==> src/rtl/icache_direct_mapped_if.sv <==
// rtl/icache_direct_mapped_if.sv - fetch-side and refill-side signal bundle for the instruction cache
//
// Purpose: groups the IF-stage fetch handshake and the instruction-memory
// block-refill port so the cache and its environment share one connection.
// Signals:
//   address      [31:0]  fetch PC from the IF stage
//   instruction  [31:0]  fetched instruction word
//   busywait             high while instruction is not valid (IF holds PC)
//   mem_read             block read request to instruction memory
//   mem_address  [27:0]  block address {tag,index}
//   mem_readdata [127:0] refill block, word0 in [31:0]
//   mem_busywait         memory busy; data valid when low during mem_read
// Modports: slave = cache side, master = IF stage plus memory side.

interface icache_direct_mapped_if;
  logic [31:0]  address;
  logic [31:0]  instruction;
  logic         busywait;
  logic         mem_read;
  logic [27:0]  mem_address;
  logic [127:0] mem_readdata;
  logic         mem_busywait;

  modport slave (
    input  address, mem_readdata, mem_busywait,
    output instruction, busywait, mem_read, mem_address
  );

  modport master (
    output address, mem_readdata, mem_busywait,
    input  instruction, busywait, mem_read, mem_address
  );
endinterface

==> src/rtl/icache_direct_mapped.sv <==
// rtl/icache_direct_mapped.sv - direct-mapped read-only instruction cache with block refill FSM
//
// Purpose: serves 32-bit instruction words to the IF stage from 16-byte lines.
// Hits return in the same cycle; misses refill the indexed line from the
// instruction memory's 128-bit block port, then re-look-up in IDLE.
// Ports:
//   clk   input   rising-edge clock
//   rst   input   asynchronous active-high reset
//   bus   slave   fetch (address/instruction/busywait) and refill
//                 (mem_read/mem_address/mem_readdata/mem_busywait) signals

module icache_direct_mapped #(
  parameter int          INDEX_BITS = 3,
  parameter logic [31:0] NOP_INSTR  = 32'h0000_0013
) (
  input  logic                   clk,
  input  logic                   rst,
  icache_direct_mapped_if.slave  bus
);

  localparam int          TAG_BITS  = 28 - INDEX_BITS;
  localparam int          NUM_LINES = 1 << INDEX_BITS;
  localparam logic [31:0] SENTINEL  = 32'hFFFF_FFFC;

  typedef enum logic [1:0] {
    S_IDLE,
    S_MEM_READ,
    S_UPDATE
  } state_t;

  state_t r_state;
  state_t w_next_state;

  logic [NUM_LINES-1:0] r_valid;
  logic [TAG_BITS-1:0]  r_tag  [NUM_LINES];
  logic [127:0]         r_data [NUM_LINES];
  logic [27:0]          r_mem_address;

  logic [1:0]            w_offset;
  logic [INDEX_BITS-1:0] w_index;
  logic [TAG_BITS-1:0]   w_tag;
  logic [127:0]          w_line;
  logic [31:0]           w_word;
  logic                  w_hit;
  logic                  w_sentinel;
  logic                  w_latch;
  logic                  w_fill;
  logic [INDEX_BITS-1:0] w_fill_index;
  logic [TAG_BITS-1:0]   w_fill_tag;
  logic [31:0]           w_instruction;
  logic                  w_busywait;
  logic                  w_mem_read;
  logic                  w_unused;

  assign w_unused   = &{1'b0, bus.address[1:0]};

  assign w_offset   = bus.address[3:2];
  assign w_index    = bus.address[3+INDEX_BITS:4];
  assign w_tag      = bus.address[31:4+INDEX_BITS];
  assign w_sentinel = (bus.address == SENTINEL);

  assign w_line = r_data[w_index];
  assign w_hit  = r_valid[w_index] && (r_tag[w_index] == w_tag);

  always_comb begin
    w_word = w_line[31:0];
    case (w_offset)
      2'd0: w_word = w_line[31:0];
      2'd1: w_word = w_line[63:32];
      2'd2: w_word = w_line[95:64];
      2'd3: w_word = w_line[127:96];
      default: w_word = w_line[31:0];
    endcase
  end

  // The refill targets the block latched on the miss, not the live address,
  // so a PC that wanders during BUSYWAIT cannot corrupt another line.
  assign w_fill_index = r_mem_address[INDEX_BITS-1:0];
  assign w_fill_tag   = r_mem_address[27:INDEX_BITS];

  always_comb begin
    w_next_state  = r_state;
    w_instruction = w_word;
    w_busywait    = 1'b0;
    w_mem_read    = 1'b0;
    w_latch       = 1'b0;
    w_fill        = 1'b0;
    case (r_state)
      S_IDLE: begin
        if (w_sentinel) begin
          w_instruction = NOP_INSTR;
        end else if (!w_hit) begin
          w_busywait   = 1'b1;
          w_latch      = 1'b1;
          w_next_state = S_MEM_READ;
        end
      end
      S_MEM_READ: begin
        w_mem_read = 1'b1;
        w_busywait = 1'b1;
        if (!bus.mem_busywait) begin
          w_fill       = 1'b1;
          w_next_state = S_UPDATE;
        end
      end
      S_UPDATE: begin
        w_busywait   = 1'b1;
        w_next_state = S_IDLE;
      end
      default: begin
        w_next_state = S_IDLE;
      end
    endcase
    // Reset overrides combinationally so outputs are quiet for the whole
    // reset pulse, not just from the next edge.
    if (rst) begin
      w_instruction = NOP_INSTR;
      w_busywait    = 1'b0;
      w_mem_read    = 1'b0;
      w_latch       = 1'b0;
      w_fill        = 1'b0;
      w_next_state  = S_IDLE;
    end
  end

  always_ff @(posedge clk or posedge rst) begin
    if (rst) begin
      r_state       <= S_IDLE;
      r_valid       <= '0;
      r_mem_address <= '0;
    end else begin
      r_state <= w_next_state;
      if (w_latch) begin
        r_mem_address <= bus.address[31:4];
      end
      if (w_fill) begin
        r_valid[w_fill_index] <= 1'b1;
      end
    end
  end

  // Tag/data storage needs no reset: valid bits gate every lookup.
  always_ff @(posedge clk) begin
    if (w_fill) begin
      r_tag[w_fill_index]  <= w_fill_tag;
      r_data[w_fill_index] <= bus.mem_readdata;
    end
  end

  assign bus.instruction = w_instruction;
  assign bus.busywait    = w_busywait;
  assign bus.mem_read    = w_mem_read;
  assign bus.mem_address = r_mem_address;

endmodule

==> src/flat_wrapper.sv <==
// flat-port wrapper written by rule: the top's interface ports become plain ports
module icache_direct_mapped_flat 
#(
  parameter int          INDEX_BITS = 3,
  parameter logic [31:0] NOP_INSTR  = 32'h0000_0013
)
  (clk, rst, bus_address, bus_mem_readdata, bus_mem_busywait, bus_instruction, bus_busywait, bus_mem_read, bus_mem_address);
  icache_direct_mapped_if bus_i ();
  input  logic clk;
  input  logic rst;
  input wire logic [$bits(bus_i.address)-1:0] bus_address;
  input wire logic [$bits(bus_i.mem_readdata)-1:0] bus_mem_readdata;
  input wire logic [$bits(bus_i.mem_busywait)-1:0] bus_mem_busywait;
  output wire logic [$bits(bus_i.instruction)-1:0] bus_instruction;
  output wire logic [$bits(bus_i.busywait)-1:0] bus_busywait;
  output wire logic [$bits(bus_i.mem_read)-1:0] bus_mem_read;
  output wire logic [$bits(bus_i.mem_address)-1:0] bus_mem_address;
  assign bus_i.address = bus_address;
  assign bus_i.mem_readdata = bus_mem_readdata;
  assign bus_i.mem_busywait = bus_mem_busywait;
  assign bus_instruction = bus_i.instruction;
  assign bus_busywait = bus_i.busywait;
  assign bus_mem_read = bus_i.mem_read;
  assign bus_mem_address = bus_i.mem_address;
  icache_direct_mapped #(.INDEX_BITS(INDEX_BITS), .NOP_INSTR(NOP_INSTR)) u_core (.clk(clk), .rst(rst), .bus(bus_i));
endmodule
==> config.mk <==
export PLATFORM = sky130hd
export DESIGN_NAME = icache_direct_mapped_flat
export DESIGN_NICKNAME = d
export VERILOG_FILES = /design/src/rtl/icache_direct_mapped_if.sv /design/src/rtl/icache_direct_mapped.sv /design/src/flat_wrapper.sv
export SDC_FILE = /design/constraint.sdc
export NUM_CORES = 1
export LEC_CHECK = 0
export ABC_AREA = 0
export BUFFER_PORTS_ARGS = -buffer_cell sky130_fd_sc_hd__buf_2
export CAP_MARGIN = 20
export CORE_ASPECT_RATIO = 2
export CORE_MARGIN = 2
export CORE_UTILIZATION = 66
export DETAILED_ROUTE_END_ITERATION = 10
export MAX_ROUTING_LAYER = met4
export PLACE_DENSITY = 0.82
export REMOVE_ABC_BUFFERS = 1
export SLEW_MARGIN = 0
export SYNTH_ARGS = -nofsm -noshare
export SYNTH_HDL_FRONTEND = slang
export SYNTH_SLANG_ARGS = --single-unit
==> constraint.sdc <==
create_clock -name clk -period 30.1 [get_ports clk]
set_input_delay 6.02 -clock clk [delete_from_list [all_inputs] [get_ports clk]]
set_output_delay 6.02 -clock clk [all_outputs]
set_load 0.02 [all_outputs]
## Word level (Yosys, flattened, before mapping)

Memory sizes are Yosys's and may differ from the RTL's.
Index checks and enable logic that the tools add are counted.

- Reduce and logical (&&, ||, !) cells: 6
- Order comparisons: 3
- Equality and inequality tests: 10
- Mux-type cells: 26
- Bitwise logic cells: 1

Operators with widths:

| operator | count |
|---|---|
| one-hot mux 32 bit (4 select lines) | 1 |
| 2-to-1 mux 32 bit | 3 |
| == test 32 bit (second input constant) | 1 |
| == test 25 bit | 1 |
| 2-to-1 mux 1 bit | 14 |
| != test 3 bit (second input constant) | 3 |
| less-than comparator 3 x 4 -> 1 bit (second input constant) | 2 |
| 2-to-1 mux 2 bit | 4 |
| OR 8 bit | 1 |
| == test 2 bit (second input constant) | 3 |
| == test 2 x 1 -> 1 bit (second input constant) | 2 |
| zero test 2 bit | 2 |
| one-hot mux 2 bit (2 select lines) | 1 |
| binary-select mux 1 bit (select 3 bit) | 1 |
| demux 1 bit (select 3 bit) | 1 |
| >= comparator 3 x 1 -> 1 bit (second input constant) | 1 |
| AND reduction 3 bit | 1 |
| logical AND 1 bit | 2 |
| one-hot mux 1 bit (2 select lines) | 1 |
| OR reduction 2 bit | 1 |

- Output and inout port bits: 62
- RAM bits: 1224
- Register bits: 38
- Bits of input ports: 163
- Memories kept: 2

Memories:

| name | depth | width | rd ports | clocked after Yosys merged registers in | wr ports | line | text |
|---|---|---|---|---|---|---|---|
| u_core.r_data | 8 | 128 | 1 | 0 | 1 | icache_direct_mapped.sv:36 | `logic [127:0] r_data [NUM_LINES];` |
| u_core.r_tag | 8 | 25 | 1 | 0 | 1 | icache_direct_mapped.sv:35 | `logic [TAG_BITS-1:0] r_tag [NUM_LINES];` |

## Logic depth before layout (Yosys ltp)

Gate-level depths: netlist of the first run.

- Depth after elaboration: 7
- Depth in mapped cells: 14

## Least setup slack after synthesis of the first run

No wires, ideal clock.

- Path type: input -> register
- Start: input port rst
- End: register u_core.r_valid[0]
- Required time: 29969 ps
- Buffers on the path: 0
- Data arrival time: 18814 ps
- Path slack: 11155 ps
- Setup time: 131 ps
- Stages: 5
- Cell sequence: inv_1 > nand2_1 > or3_1 > nor3_1 > or2_2

- Cells in the longest elaborated chain, start to end: 1

RTL lines:

| element | line | text |
|---|---|---|
| from (decl) | flat_wrapper.sv:10 | `input logic rst;` |
| 2-to-1 mux 1 bit | icache_direct_mapped.sv:116 | `if (rst) begin` |
| to (signal assigned) | icache_direct_mapped.sv:129 | `r_valid <= '0;` |
| to (signal, indexed assignment) | icache_direct_mapped.sv:137 | `r_valid[w_fill_index] <= 1'b1;` |
| to (decl) | icache_direct_mapped.sv:34 | `logic [NUM_LINES-1:0] r_valid;` |

Every way passes these cells.
A chain may end at the register's enable or synchronous reset.

## Worst setup path in the final report of the first run

- Start: input port bus_address[4]
- End: output port bus_busywait

- Cells in the longest elaborated chain, start to end: 7
- Elaborated cells between the ends (all ways): 10
- Those cells by class: eq/ne (2); mux (6); reduce/logical (1); memory (1)

RTL lines:

| element | line | text |
|---|---|---|
| from (decl) | flat_wrapper.sv:11 | `input wire logic [$bits(bus_i.address)-1:0] bus_address;` |
| memory read (8 x 25 bit) / binary-select mux 1 bit (select 3 bit) (equally long branches) | n/a |  |
| == test 25 bit / 2-to-1 mux 1 bit (equally long branches) | icache_direct_mapped.sv:63 | `assign w_hit = r_valid[w_index] && (r_tag[w_index] == w_tag);` |
| logical AND 1 bit | icache_direct_mapped.sv:63 |  |
| 2-to-1 mux 1 bit | icache_direct_mapped.sv:92 | `end else if (!w_hit) begin` |
| 2-to-1 mux 1 bit (*) | icache_direct_mapped.sv:90 | `if (w_sentinel) begin` |
| one-hot mux 1 bit (2 select lines) (*) | icache_direct_mapped.sv:88 | `case (r_state)` |
| 2-to-1 mux 1 bit (*) | icache_direct_mapped.sv:116 |  |
| to (decl) | flat_wrapper.sv:15 | `output wire logic [$bits(bus_i.busywait)-1:0] bus_busywait;` |

Every way passes the cells marked *; elsewhere a longest branch is shown, timed or not. The select of a mux whose other input is x is not followed.

==> flow_metrics.py, run 1 <==
metrics = {
    "sta": {
        "rsz0062_at_grt": "no",
        "maxSlewViolCount": 0,
        "fmax_mhz": 58.8,
        "post-route-period-util_pct": 56.5,
        "max_slew_margin_pct": 25.8,
        "tns_ns": 0,
        "min_period_ns": 17.00,
        "worstMarginPinSlew_ns": 1.11,
        "setup-violations-final": 0,
        "worst_clock_skew_ns": 0.0259,
        "finalHoldViolCount": 0,
    },
    "synth": {
        "ys_ff_latch": 1262,
        "synth_common_cells": "1224 x edfxtp_1, 345 x mux4_2, 68 x mux2i_1",
        "syn_area_mm2": 0.0485,
        "synth_edf_count": 1224,
        "synth_cells": 1985,
        "yosysMostFrequentCell": "edfxtp_1",
        "ys_types": 45,
        "async_reset_ff_share_pct": 3.01,
        "yosys-top-cells-area": "edfxtp_1 76%, mux4_2 16%, dfrtp_1 2.0%",
        "synth.yosys.warnings": 0,
        "yosys.area.top_type_share_pct": 75.8,
        "ys.flop_type": "edfxtp_1",
        "synth_area_leader_cell": "edfxtp_1",
        "seq_area_frac_synth_pct": 77.7,
        "syn_area_per_cell_um2": 24.4,
    },
    "job": {
        "cap_violations": 0,
    },
    "clock_network": {
        "path_clk_slew_ns": 0.07,
        "cts_hold_buf": 0,
        "clock_sinks": 1262,
        "cts_resized": 0,
        "postCtsSetupRepairBufs": 0,
        "cts_buffers": 100,
        "cts_tree": "yes",
        "insertion_delay_ns": 0.70,
        "cts_max_level": 3,
        "cts_root_buffer": "clkbuf_16",
        "cts_max_path_buffers": 3,
    },
    "power": {
        "p_per_area_mw_per_mm2": 67.2,
        "irDropWorstVdd_mv": 0.0605,
        "p_leak_nw": 17.6,
    },
    "detailed_routing": {
        "routed_wirelength_um": 106000,
        "wire_per_inst_um": 32.4,
        "met1_length_um": 39100,
        "drtPass1Iterations": 5,
        "wl_met3_um": 8230,
        "drc": 0,
        "viasPerCell": 6.83,
        "dr_wl_met2_um": 55900,
        "highest_layer": "met4",
        "ant_nets": 0,
        "routed-via-count": 22400,
        "drt-initial-drc-count": 2381,
    },
    "setup_path": {
        "startpoint": "bus_address[4]",
        "cp.arrival_ns": 10.98,
        "r2r_setup_slack_ns": 25.75,
        "r2r_cells": 8,
        "rr_endpoint": "u_core.r_data[4][60]",
        "cp_max_fo": 64,
        "crit_type": "input pin to primary output",
        "timing.rr.start": "u_core.r_state[1]",
        "cp-end-kind": "primary output",
        "crit_path_end": "bus_busywait",
        "worstPathRequired_ns": 24.08,
        "startpoint_type": "input pin",
    },
    "global_route": {
        "grt_usage_pct": 29.9,
        "gr-total-overflow": 0,
        "grt_pass1_wl_um": 158000,
        "grt_pass1_vias": 24000,
        "grt_max_degree": 123,
        "antenna_found_initial": 23,
    },
    "placement": {
        "dp.cells": 3073,
        "portBuffers": 224,
        "hpwl_um": 55500,
        "gp_congestion": 0.851,
    },
    "status": {
        "status": "completed",
    },
    "die": {
        "die_h_um": 387,
        "core-area_mm2": 0.0729,
        "dieArea_mm2": 0.0758,
        "die_w_um": 196,
        "start_util_pct": 66.6,
        "io_pins": 225,
        "rows": 140,
    },
    "final_layout": {
        "syn_to_final_growth_pct": 11.4,
        "instances_no_fill": 3287,
        "drive_gt1_share_pct": 35.6,
        "fillCellCount": 3828,
        "fin_nets": 2419,
    },
    "min_path": {
        "hold_class": "register to register",
    },
}
==> stage by stage <==
stage	utilization, %	hold slack (ns)	area, µm²	setup slack (ns)	power (mW)
after floorplan	-	0.434	47900	11.15	2.19
after CTS	74.0	0.475	54000	13.02	3.65
final	74.1	0.475	54000	13.10	3.63
after detailed placement	69.4	0.452	50600	13.07	2.31
after global routing	74.1	0.492	54000	12.69	3.72
after global placement	69.4	0.446	50600	13.21	2.29
==> logic make-up (layout without fill, tap and decap cells) <==
group | count (synthesis) | after routing | share of synthesized area (%)
adders and majority gates | 4 | 4 | 0.103
buffers and inverters | 103 | 457 | 1.30
xor gates and xnor gates | 22 | 22 | 0.397
DFF | 1262 | 1262 | 77.7
muxes | 463 | 463 | 18.9
other | 0 | 25 | 0
and+or+nand+nor | 100 | 100 | 1.03
AOI/OAI and AO/OA | 31 | 31 | 0.490
==> worst max-delay path, cell delays in order <==
cell and delay, ns:
buf_8 0.49, buf_4 0.63, buf_4 0.64, mux4_1 0.64, mux2i_1 0.22, xor2_1 0.11, nand4_1 0.20, nor4_1 0.09
a41oi_1 0.36, nand3_2 0.78, a21oi_1 0.40, buf_2 0.21
==> sequential cells by signal, summed over array words and instances, names as in the netlist <==
signal,cells
u_core.r_valid,8
u_core.bus.mem_address,28
u_core.r_tag,200
u_core.r_state,2
u_core.r_data,1024
==> placed cells by master, fill, tap and decap left out, drive strengths merged, types with 3 or more instances in the layout <==
cell type  count
nand2         17
diode         25
edfxtp      1224
mux2          41
clkinvlp       7
a211o          3
nor2b          5
mux2i         68
xnor2          4
ha             4
nand4          8
buf          263
bufinv        14
xor2          18
a21oi          4
clkbuf       116
mux4         354
o22ai          6
dfrtp         38
clkinv        49
a22oi          4
nor4           5
nor2          39
inv            8
and3           3
nand2b         6
or2            8
a221oi         6
nor3           3
==> metal layers <==
layer / vias up / GRT usage, %
met3: 181 / 5.73
met2: 1211 / 49.0
met1: 12000 / 38.0
li1: 9073 / -
met5: - / -
met4: 0 / 11.0
==> power by group <==
part / total [mW] / internal [mW] / switching, mW
Combinational: 0.241 / 0.103 / 0.138
Sequential: 2.03 / 1.99 / 0.0402
Clock: 1.36 / 0.751 / 0.607
==> worst min path at each step <==
| stage | startpoint | to | slack (ns) | depth (start not counted) |
|---|---|---|---|---|
| 6_report | u_core.r_valid[3] | u_core.r_valid[3] | 0.47 | 1 |
| 5_1_grt | u_core.r_valid[3] | u_core.r_valid[3] | 0.49 | 1 |
| 4_1_cts | u_core.r_valid[6] | u_core.r_valid[6] | 0.47 | 1 |
| 3_5_place_dp | u_core.r_valid[4] | u_core.r_valid[4] | 0.45 | 1 |
| 3_3_place_gp | u_core.r_valid[2] | u_core.r_valid[2] | 0.45 | 1 |
| 2_1_floorplan | u_core.r_valid[2] | u_core.r_valid[2] | 0.43 | 1 |
==> cell type report <==
class / instances / area, µm² / share of cell area, %
multi-input combinational: 620 / 10200 / 18.9
sequential: 1262 / 37700 / 69.8
clock buffer: 116 / 2630 / 4.86
clock inverter: 73 / 764 / 1.42
antenna: 25 / 62.6 / 0.116
timing repair buffer: 263 / 1460 / 2.70
inverter: 5 / 18.8 / 0.0347
tap: 923 / 1150 / 2.14
(Power assumes the default switching activity.)
==> run 2, diff against run 1 <==
--- a/config.mk
+++ b/config.mk
@@ -10,10 +10,10 @@
 export CAP_MARGIN = 20
 export CORE_ASPECT_RATIO = 2
 export CORE_MARGIN = 2
-export CORE_UTILIZATION = 66
+export CORE_UTILIZATION = 55
 export DETAILED_ROUTE_END_ITERATION = 10
 export MAX_ROUTING_LAYER = met4
-export PLACE_DENSITY = 0.82
+export PLACE_DENSITY = 0.72
 export REMOVE_ABC_BUFFERS = 1
 export SLEW_MARGIN = 0
 export SYNTH_ARGS = -nofsm -noshare
==> constraint.sdc (replaced) <==
create_clock -name clk -period 14.66 [get_ports clk]
set_input_delay 2.932 -clock clk [delete_from_list [all_inputs] [get_ports clk]]
set_output_delay 2.932 -clock clk [all_outputs]
set_load 0.02 [all_outputs]
==> run 2 against run 1 <==
- total power up 110%
- combinational power up 100%
- via count shrank 3.7%
- sequential cell count unchanged
- die area up 20%
- cell count grew 7.8%
- critical path depth fell by 4
==> flow_metrics.py, run 2 (synthesis gave the netlist of run 1 again) <==
metrics = {
    "sta": {
        "min_period_ns": 9.43,
        "worst_clock_skew_ns": 0.0206,
        "fmax_mhz": 106,
        "max_slew_margin_pct": 19.4,
        "post-route-period-util_pct": 64.3,
        "setup-violations-final": 0,
        "finalHoldViolCount": 0,
        "maxSlewViolCount": 0,
        "setup_slack_ns": 5.23,
        "holdWs_ns": 0.466,
        "tns_ns": 0,
        "rsz0062_at_grt": "no",
        "worstMarginPinSlew_ns": 1.21,
    },
    "die": {
        "die_h_um": 424,
        "die_w_um": 214,
        "io_pins": 225,
        "rows": 154,
        "start_util_pct": 55.3,
        "core-area_mm2": 0.0877,
        "dieArea_mm2": 0.0907,
    },
    "placement": {
        "hpwl_um": 52200,
        "gp_congestion": 0.738,
        "dp_slack_ns": 5.10,
        "portBuffers": 224,
    },
    "setup_path": {
        "worstPathRequired_ns": 11.73,
        "r2r_cells": 7,
        "cp_max_fo": 101,
        "rr_endpoint": "u_core.r_data[6][16]",
        "cp-end-kind": "primary output",
        "cp.arrival_ns": 6.50,
        "timing.rr.start": "u_core.r_state[1]",
        "crit_type": "input pin to primary output",
        "startpoint_type": "input pin",
        "r2r_setup_slack_ns": 10.82,
    },
    "final_layout": {
        "final_cell_mix": "1224 x edfxtp_1, 345 x mux4_2, 219 x buf_2",
        "drive_gt1_share_pct": 35.8,
        "syn_to_final_growth_pct": 12.6,
        "post-route-util_pct": 62.3,
        "final_common_cell": "edfxtp_1",
        "fin_nets": 2423,
        "largest_register_ffs": 1024,
        "regMostFlops": "u_core.r_data",
    },
    "job": {
        "cap_violations": 0,
    },
    "global_route": {
        "grt_pass1_wl_um": 149000,
        "gr-total-overflow": 0,
        "grt_max_degree": 133,
        "grt_pass1_vias": 22900,
        "antenna_found_initial": 28,
        "grt_usage_pct": 23.0,
    },
    "clock_network": {
        "cts_tree": "yes",
        "postCtsSetupRepairBufs": 0,
        "cts_buffers": 106,
        "clock_sinks": 1262,
        "path_clk_slew_ns": 0.07,
        "insertion_delay_ns": 0.69,
        "cts_max_level": 3,
        "cts_max_path_buffers": 3,
        "cts_resized": 0,
        "cts_hold_buf": 0,
        "cts_root_buffer": "clkbuf_16",
    },
    "power": {
        "p_leak_nw": 17.7,
        "p_per_area_mw_per_mm2": 138,
        "irDropWorstVdd_mv": 0.119,
        "total_power_mw": 7.54,
    },
    "detailed_routing": {
        "drc": 0,
        "routed_wirelength_um": 99100,
        "wire_per_inst_um": 28.0,
        "drtPass1Iterations": 5,
        "routed-via-count": 21600,
        "drt-initial-drc-count": 2149,
        "viasPerCell": 6.10,
        "ant_nets": 0,
    },
    "min_path": {
        "min_to": "u_core.r_valid[6]",
        "hold_class": "register to register",
        "holdCritStartpoint": "u_core.r_valid[6]",
        "min_path_cells": 1,
    },
    "status": {
        "status": "completed",
    },
}
## run 2: worst max path at each step
stage	from	to	slack (ns)	depth (start not counted)
floorplan	rst	u_core.r_valid[0]	-1.20	5
global placement	bus_address[4]	bus_instruction[4]	5.11	8
detailed placement	bus_address[4]	bus_instruction[4]	5.10	8
CTS	bus_address[4]	bus_instruction[4]	5.10	8
global route	bus_address[4]	bus_instruction[4]	4.89	8
finish	bus_address[4]	bus_instruction[4]	5.23	8
## run 2: cell type report
| cell class | count | area (µm²) |
|---|---|---|
| fillers | 5780 | 33000 |
| clock inverters | 79 | 827 |
| flip-flops and latches | 1262 | 37700 |
| inverters | 5 | 18.8 |
| well taps | 1170 | 1460 |
| repair buffers | 261 | 1530 |
| clock buffers | 117 | 2780 |
| multi-input cells | 620 | 10200 |
| diodes | 29 | 72.6 |
## run 2: worst max-delay path: stages
cell     delay (ns)
buf_8          0.28
buf_12         0.61
buf_4          0.81
mux4_2         0.60
mux4_2         0.46
nor2b_1        0.14
a211o_1        0.32
buf_2          0.17
## run 2: per-stage QoR
stage	cell area [µm²]	cells
6_report	54600	3543
5_1_grt	54600	3539
4_1_cts	54500	3514
3_5_place_dp	50900	3318
3_3_place_gp	50900	3318
2_1_floorplan	47900	1887
## run 2: metal layers
metal / GRT usage [%] / wire [µm] / part of all wire [%] / vias to the layer above
met3: 5.08 / 7550 / 7.6 / 132
met5: - / 0 / 0 / -
li1: - / - / - / 9093
met4: 6.64 / 2210 / 2.2 / 0
met2: 36.6 / 49400 / 50 / 746
met1: 30.5 / 39900 / 40 / 11600
## run 2: where the power goes
part | switching, mW | total [mW] | internal [mW]
clock network | 1.24 | 2.89 | 1.65
registers | 0.0714 | 4.16 | 4.09
logic | 0.282 | 0.494 | 0.212
total | 1.60 | 7.54 | 5.95
==> run 3, diff against run 2 <==
==> constraint.sdc (replaced) <==
create_clock -name clk -period 7.8 [get_ports clk]
set_input_delay 1.56 -clock clk [delete_from_list [all_inputs] [get_ports clk]]
set_output_delay 1.56 -clock clk [all_outputs]
set_load 0.02 [all_outputs]
==> run 3 against run 2 <==
- count of clock-buffer cells in the layout increased by 15
- combinational power increased by 89%
- critical path type unchanged
- sequential power increased by 88%
- sequential share of layout area increased by 0.081 points
- sequential cell count unchanged
- global-route usage decreased by 0.46 points
- first-iteration DRC count unchanged
- cell count about the same
- worst setup slack got worse by 3.6 ns
- hold slack about the same
==> flow_metrics.py, run 3 (synthesis gave the netlist of run 1 again) <==
metrics = {
    "detailed_routing": {
        "routed_wirelength_um": 97000,
        "wire_per_inst_um": 27.3,
        "drt-initial-drc-count": 2149,
        "drtPass1Iterations": 5,
        "routed-via-count": 21600,
        "ant_nets": 0,
        "drc": 0,
        "viasPerCell": 6.09,
    },
    "power": {
        "p_per_area_mw_per_mm2": 255,
        "total_power_mw": 13.9,
        "irDropWorstVdd_mv": 0.215,
        "p_leak_nw": 17.6,
    },
    "clock_network": {
        "insertion_delay_ns": 0.70,
        "postCtsSetupRepairBufs": 0,
        "cts_tree": "yes",
        "cts_buffers": 104,
        "cts_max_path_buffers": 3,
        "cts_resized": 0,
        "cts_max_level": 3,
        "clock_sinks": 1262,
        "path_clk_slew_ns": 0.07,
        "cts_root_buffer": "clkbuf_16",
        "cts_hold_buf": 0,
    },
    "die": {
        "rows": 154,
        "start_util_pct": 55.3,
        "die_w_um": 214,
        "io_pins": 225,
        "core-area_mm2": 0.0877,
        "dieArea_mm2": 0.0907,
        "die_h_um": 424,
    },
    "final_layout": {
        "final_area_mm2": 0.0546,
        "multiInputGateArea_mm2": 0.0102,
        "fin_nets": 2423,
        "post-route-util_pct": 62.2,
        "final_cell_mix": "1224 x edfxtp_1, 345 x mux4_2, 219 x buf_2",
        "instances_no_fill": 3546,
        "final_common_cell": "edfxtp_1",
        "largest_register_ffs": 1024,
        "fillCellCount": 5803,
        "ff_latch_area_mm2": 0.0377,
        "drive_gt1_share_pct": 35.3,
        "syn_to_final_growth_pct": 12.5,
        "regMostFlops": "u_core.r_data",
    },
    "setup_path": {
        "r2r_cells": 6,
        "cp_max_fo": 69,
        "worstPathRequired_ns": 6.24,
        "rr_endpoint": "u_core.r_data[6][65]",
        "startpoint": "bus_address[4]",
        "startpoint_type": "input pin",
        "crit_type": "input pin to primary output",
        "timing.rr.start": "u_core.r_state[1]",
        "r2r_setup_slack_ns": 4.57,
        "cp.arrival_ns": 4.65,
        "cp-end-kind": "primary output",
    },
    "sta": {
        "worst_clock_skew_ns": 0.0215,
        "rsz0062_at_grt": "no",
        "maxSlewViolCount": 0,
        "tns_ns": 0,
        "holdWs_ns": 0.466,
        "max_slew_margin_pct": 34.4,
        "setup_slack_ns": 1.59,
        "fmax_mhz": 161,
        "setup-violations-final": 0,
        "min_period_ns": 6.21,
        "worstMarginPinSlew_ns": 0.982,
        "finalHoldViolCount": 0,
        "post-route-period-util_pct": 79.6,
    },
    "placement": {
        "dp_slack_ns": 1.58,
        "dp.cells": 3320,
        "portBuffers": 224,
        "dpl_cell_area_mm2": 0.0511,
        "hpwl_um": 52900,
        "gp_congestion": 0.747,
    },
    "global_route": {
        "gr-total-overflow": 0,
        "grt_pass1_wl_um": 146000,
        "grt_usage_pct": 22.6,
        "antenna_found_initial": 32,
        "grt_use_met2_pct": 36.0,
        "use_met3_pct": 5.12,
        "grt_max_degree": 96,
        "grt_util_met1_pct": 29.4,
        "busiest_layer": "met2",
        "grt_pass1_vias": 22800,
    },
    "min_path": {
        "hold_class": "register to register",
        "min_to": "u_core.r_valid[3]",
        "holdCritStartpoint": "u_core.r_valid[3]",
        "min_path_cells": 1,
    },
    "job": {
        "cap_violations": 0,
    },
    "status": {
        "status": "completed",
    },
}
==> run 3: changes by cell type in the layout (fill, tap and decap cells not counted), moves of 5 or more <==
cell,previous run,this run
clkbuf_1,6,24
buf_12,8,18
buf_4,31,23
clkinv_1,22,14
bufinv_16,16,10
clkinv_2,22,16
clkinvlp_4,12,6
diode_2,29,34
==> run 3: critical path, cell delays in order <==
cell,delay [ns]
buf_8,0.49
buf_12,0.51
mux4_2,0.59
mux4_2,0.51
mux2i_1,0.44
nor2_1,0.08
buf_2,0.17
==> run 3: how the worst max path moves through the flow <==
| stage | slack (ns) | depth (start not counted) | to |
|---|---|---|---|
| after global placement | 1.58 | 7 | bus_instruction[15] |
| final | 1.59 | 7 | bus_instruction[15] |
| after CTS | 1.57 | 7 | bus_instruction[15] |
| after global routing | 1.41 | 7 | bus_instruction[15] |
| after detailed placement | 1.58 | 7 | bus_instruction[15] |
| after floorplan | -6.69 | 5 | u_core.r_valid[0] |
==> run 3: area by class of cell <==
class,count,share of cell area [%]
sequential,1262,69.1
tap,1170,2.68
clock inverter,60,1.15
antenna,34,0.156
multi-input combinational,620,18.7
inverter,5,0.0344
timing repair buffer,263,3.07
clock buffer,132,5.06
==> run 3: layer usage <==
| metal | vias to the layer above | share of wire (%) | routed length [µm] |
|---|---|---|---|
| met5 | - | 0 | 0 |
| met4 | 0 | 2.2 | 2130 |
| met3 | 126 | 7.7 | 7490 |
| met2 | 752 | 50 | 48400 |
| met1 | 11600 | 40 | 39000 |
| li1 | 9110 | - | - |
==> run 3: where the power goes <==
| group | leakage, nW | internal [mW] | switching [mW] | total, mW |
|---|---|---|---|---|
| Sequential | 11.5 | 7.68 | 0.136 | 7.81 |
| Clock | 1.64 | 2.85 | 2.32 | 5.17 |
| Combinational | 4.49 | 0.403 | 0.530 | 0.933 |
| Total | 17.6 | 10.9 | 2.98 | 13.9 |
